[src/rtl/apb_pkg.sv]
// apb_pkg: shared types and constants for the APB requester.
package apb_pkg;

  // Requester FSM state encoding.
  typedef enum logic [1:0] {
    APB_IDLE   = 2'd0,
    APB_SETUP  = 2'd1,
    APB_ACCESS = 2'd2
  } apb_state_e;

  // Protection attributes driven on the bus before the first transfer.
  localparam logic [2:0] APB_PPROT_DEFAULT = 3'b000;

endpackage : apb_pkg

[src/rtl/apb_master.sv]
// apb_master: single-channel APB4 requester. Takes a level-based local
// request, runs SETUP/ACCESS on the bus, and returns a one-cycle completion
// pulse with read data and error status.
// Optional feature: define APB_MASTER_TIMEOUT_EN to force-complete an ACCESS
// phase that waits TIMEOUT_CYCLES cycles without pready (reported as error).
module apb_master
  import apb_pkg::*;
#(
  parameter int unsigned addrWidth      = 32,
  parameter int unsigned dataWidth      = 32,
  parameter int unsigned TIMEOUT_CYCLES = 16
) (
  input  logic                   clk,
  input  logic                   rst,
  // local request side
  input  logic                   pselxM,
  input  logic                   pwriteM,
  input  logic [addrWidth-1:0]   paddrM,
  input  logic [dataWidth-1:0]   pwdataM,
  input  logic [dataWidth/8-1:0] pstrbM,
  input  logic [2:0]             pprotM,
  output logic                   preadyM,
  output logic [dataWidth-1:0]   prdataM,
  output logic                   pslverrM,
  // APB bus side
  output logic                   psel,
  output logic                   penable,
  output logic                   pwrite,
  output logic [addrWidth-1:0]   paddr,
  output logic [dataWidth-1:0]   pwdata,
  output logic [dataWidth/8-1:0] pstrb,
  output logic [2:0]             pprot,
  input  logic [dataWidth-1:0]   prdata,
  input  logic                   pready,
  input  logic                   pslverr
);

  localparam int unsigned StrbWidth = dataWidth / 8;

  if ((dataWidth % 8) != 0) begin : g_bad_data_width
    $error("apb_master: dataWidth must be a multiple of 8");
  end
  if (TIMEOUT_CYCLES == 0) begin : g_bad_timeout
    $error("apb_master: TIMEOUT_CYCLES must be non-zero");
  end

  apb_state_e             state_q,    state_d;
  logic                   pwrite_q,   pwrite_d;
  logic [addrWidth-1:0]   paddr_q,    paddr_d;
  logic [dataWidth-1:0]   pwdata_q,   pwdata_d;
  logic [StrbWidth-1:0]   pstrb_q,    pstrb_d;
  logic [2:0]             pprot_q,    pprot_d;
  logic                   preadym_q,  preadym_d;
  logic [dataWidth-1:0]   prdatam_q,  prdatam_d;
  logic                   pslverrm_q, pslverrm_d;

  logic timed_out;
  logic complete;
  logic accept;

`ifdef APB_MASTER_TIMEOUT_EN
  localparam int unsigned CntWidth = $clog2(TIMEOUT_CYCLES + 1);

  // Counts ACCESS cycles already spent waiting; value k-1 during the k-th.
  logic [CntWidth-1:0] tmo_cnt_q, tmo_cnt_d;

  // Clear on SETUP, advance on each ACCESS cycle without pready.
  always_comb begin
    tmo_cnt_d = tmo_cnt_q;
    if (state_q == APB_SETUP) begin
      tmo_cnt_d = '0;
    end else if ((state_q == APB_ACCESS) && !pready) begin
      tmo_cnt_d = tmo_cnt_q + 1'b1;
    end
  end

  // Timeout counter register.
  always_ff @(posedge clk or posedge rst) begin
    if (rst) begin
      tmo_cnt_q <= '0;
    end else begin
      tmo_cnt_q <= tmo_cnt_d;
    end
  end

  assign timed_out = (state_q == APB_ACCESS) && !pready &&
                     (tmo_cnt_q == CntWidth'(TIMEOUT_CYCLES - 1));
`else
  assign timed_out = 1'b0;
`endif

  assign complete = (state_q == APB_ACCESS) && (pready || timed_out);
  assign accept   = pselxM && ((state_q == APB_IDLE) || complete);

  // Next-state selection for the SETUP/ACCESS sequence.
  always_comb begin
    state_d = state_q;
    unique case (state_q)
      APB_IDLE:   if (pselxM) state_d = APB_SETUP;
      APB_SETUP:  state_d = APB_ACCESS;
      APB_ACCESS: if (complete) state_d = pselxM ? APB_SETUP : APB_IDLE;
      default:    state_d = APB_IDLE;
    endcase
  end

  // Bus attributes latch only when a request is accepted; otherwise they
  // hold, which keeps them stable through ACCESS and across IDLE.
  always_comb begin
    pwrite_d = pwrite_q;
    paddr_d  = paddr_q;
    pwdata_d = pwdata_q;
    pstrb_d  = pstrb_q;
    pprot_d  = pprot_q;
    if (accept) begin
      pwrite_d = pwriteM;
      paddr_d  = paddrM;
      pwdata_d = pwdataM;
      pstrb_d  = pwriteM ? pstrbM : '0;
      pprot_d  = pprotM;
    end
  end

  // Local-side completion: pulse, error and read-data capture.
  always_comb begin
    preadym_d  = complete;
    pslverrm_d = complete && (timed_out || pslverr);
    prdatam_d  = prdatam_q;
    if (complete && !timed_out && !pwrite_q) begin
      prdatam_d = prdata;
    end
  end

  // State and output registers.
  always_ff @(posedge clk or posedge rst) begin
    if (rst) begin
      state_q    <= APB_IDLE;
      pwrite_q   <= 1'b0;
      paddr_q    <= '0;
      pwdata_q   <= '0;
      pstrb_q    <= '0;
      pprot_q    <= APB_PPROT_DEFAULT;
      preadym_q  <= 1'b0;
      prdatam_q  <= '0;
      pslverrm_q <= 1'b0;
    end else begin
      state_q    <= state_d;
      pwrite_q   <= pwrite_d;
      paddr_q    <= paddr_d;
      pwdata_q   <= pwdata_d;
      pstrb_q    <= pstrb_d;
      pprot_q    <= pprot_d;
      preadym_q  <= preadym_d;
      prdatam_q  <= prdatam_d;
      pslverrm_q <= pslverrm_d;
    end
  end

  assign psel     = (state_q != APB_IDLE);
  assign penable  = (state_q == APB_ACCESS);
  assign pwrite   = pwrite_q;
  assign paddr    = paddr_q;
  assign pwdata   = pwdata_q;
  assign pstrb    = pstrb_q;
  assign pprot    = pprot_q;
  assign preadyM  = preadym_q;
  assign prdataM  = prdatam_q;
  assign pslverrM = pslverrm_q;

endmodule : apb_master

[config.mk]
export PLATFORM = sky130hd
export DESIGN_NAME = apb_master
export DESIGN_NICKNAME = d
export VERILOG_FILES = /design/src/rtl/apb_pkg.sv /design/src/rtl/apb_master.sv
export SDC_FILE = /design/constraint.sdc
export NUM_CORES = 1
export LEC_CHECK = 0
export CORE_MARGIN = 5
export CORE_UTILIZATION = 43
export DETAILED_ROUTE_END_ITERATION = 10
export GPL_ROUTABILITY_DRIVEN = 0
export PLACE_DENSITY = 0.87
export SLEW_MARGIN = 20
export SYNTH_ARGS = -nofsm -noshare
export SYNTH_HDL_FRONTEND = slang
export SYNTH_SLANG_ARGS = --single-unit
[constraint.sdc]
create_clock -name clk -period 6.22 [get_ports clk]
set_input_delay 1.866 -clock clk [delete_from_list [all_inputs] [get_ports clk]]
set_output_delay 1.866 -clock clk [all_outputs]
set_load 0.1 [all_outputs]
==> flow_summary.ini <==
[status]
status = completed

[timing]
worst_clock_skew_ns = 0.01207
fin_tns_setup_ns = 0
slew_violations = 0
finalSetupViolations = 0
postLayoutSetupSlackWorst_ns = 2.169
min_period_ns = 4.051
hold_ws_ns = 0.5101
max_clock_freq_mhz = 246.8
hold_viol = 0
tightestPinTransition_ns = 1.018
slew_headroom_pct = 31.95
rsz0062_at_grt = false
period_share_pct = 65.13

[worst_setup_path]
r2r_setup_slack_ns = 4.11
cp-start-kind = flip-flop
cp.required_ns = 4.35
reg2reg_depth = 4
r2r_start = state_q[1]$_DFFE_PP0P_
cp-endpoint = penable
endpoint_kind = output port
worstReg2RegEnd = paddr[3]$_DFFE_PP0P_
startpoint = state_q[0]$_DFFE_PP0P_
crit_fanout = 4
arrival_ns = 2.19
worst-setup-path-type = reg -> out

[cts]
h-tree-depth = 3
clk_path_buf_depth = 2
insertion_delay_ns = 0.37
cts_resized = 0
clock-sinks = 108
post-cts-setup-buffers = 0
hold_buffers = 0
ctsRootBufferMaster = clkbuf_8
cts_buffers = 9
cts_tree = yes
path_clk_slew_ns = 0.10

[synthesis]
synthCells = 242
synth-seq-cells = 108
synth_top_area_share_pct = 62.39
syn_nets = 351
syn_area_per_cell_um2 = 17.90
synth_area_leaders = dfrtp_1 (62%), mux2_2 (17%), mux2_4 (12%)
yosysUniqueCellTypes = 14
yosysTopAreaCell = dfrtp_1
yosysSeqAreaShare_pct = 62.39
syn_area_um2 = 4332
synth_warnings = 0

[floorplan]
dieHeight_um = 110.4
die_w_um = 110.4
start_util_pct = 44.11
dieArea_um2 = 12180
io_pins = 217
core_area_um2 = 9819
num_rows = 36

[cells_and_area]
fin_nets = 568
stdcell_area_um2 = 6688
antennaDiodeCount = 0
syn2layout_area_growth_pct = 54.39
drive_above_1_share_pct = 27.06

[grt]
grt-ovfl-total = 0
grt_max_degree = 64
track_usage_pct = 18.47
antenna_found_initial = 0
grt_pass1_vias = 3265
grt_first_pass_wirelength_um = 16700

[drt]
wire_per_inst_um = 18.68
via_per_inst = 4.741
drc_errors = 0
num_vias = 2821
drt_iter0_drc = 87
drt-total-wl_um = 11110
final_antenna_net_count = 0
drt-pass1-iter-count = 4

[flow_run]
maxCapViolations = 0

[placed_design]
dpl-instance-area_um2 = 6475
place_ws_ns = 2.208
portBuffers = 216
place.detailed.hpwl_um = 8550

[worst_hold_path]
hold_path.class = reg -> reg
-- state kept, by name (all words and copies together), names as in the netlist --
register  cells
pwrite        1
prdataM      32
pwdata       32
state_q       2
pslverrM      1
preadyM       1
pprot         3
pstrb         4
paddr        32
-- stage by stage --
| step | cells | utilization (%) |
|---|---|---|
| 6_report | 595 | 68.11 |
| 2_1_floorplan | 242 | - |
| 3_3_place_gp | 581 | 65.94 |
| 3_5_place_dp | 581 | 65.94 |
| 4_1_cts | 595 | 68.11 |
| 5_1_grt | 595 | 68.11 |
-- area by class of cell --
type	count	area, µm²
multi-input cells	116	1391
well taps	133	166.4
fillers	752	3132
clock buffers	10	137.6
repair buffers	218	2190
inverters	6	25.02
clock inverters	4	75.07
flip-flops and latches	108	2703
-- worst min path at each step --
stage	end	slack, ns	cells after the start	startpoint
floorplan	state_q[1]$_DFFE_PP0P_	0.57	2	state_q[1]$_DFFE_PP0P_
finish	paddr[14]$_DFFE_PP0P_	0.51	1	paddr[14]$_DFFE_PP0P_
CTS	paddr[28]$_DFFE_PP0P_	0.52	1	paddr[28]$_DFFE_PP0P_
detailed placement	prdataM[21]$_DFFE_PP0P_	0.49	1	prdataM[21]$_DFFE_PP0P_
global placement	paddr[14]$_DFFE_PP0P_	0.49	1	paddr[14]$_DFFE_PP0P_
global route	paddr[18]$_DFFE_PP0P_	0.53	1	paddr[18]$_DFFE_PP0P_
-- logic make-up after synthesis --
| kind of cell | synth area share, % |
|---|---|
| DFF | 62.39 |
| muxes | 30.21 |
| buffers and inverters | 5.661 |
| and+or+nand+nor | 1.733 |
-- cells in the final DEF (no fill, tap or decap), drive strengths merged --
cell type        n
nand2            4
clkinvlp         2
and2             1
clkdlybuf4s50  216
mux2           101
and3b            1
clkbuf          10
dfrtp          108
nor3b            1
mux2i            4
inv              6
and3             1
bufinv           2
or2              1
nor2b            2
buf              2
-- worst max-delay path, stage by stage (launching register included) --
cell,delay [ns]
dfrtp_1,0.45
nor2b_2,0.19
clkdlybuf4s50_1,1.17
-- cell usage after synthesis --
| library cell | instances |
|---|---|
| buf_12 | 10 |
| and2_2 | 1 |
| inv_1 | 6 |
| mux2_2 | 66 |
| mux2_4 | 35 |
| mux2i_1 | 4 |
| dfrtp_1 | 108 |
| nor3b_2 | 1 |
| and3_2 | 1 |
| buf_6 | 2 |
| nand2_1 | 4 |
| and3b_1 | 1 |
| or2_2 | 1 |
| nor2b_2 | 2 |
-- layer usage --
metal  GRT usage (%)  routed length (µm)  vias up
li1                -                   -     1266
met1           18.84                3746     1413
met2           32.37                5804      123
met3           8.794                1294       19
met4           7.652                 268        0
met5               0                   0        -
Power is not shown: default switching activity piles up to over one toggle a cycle in this logic, so the estimate is an artifact.
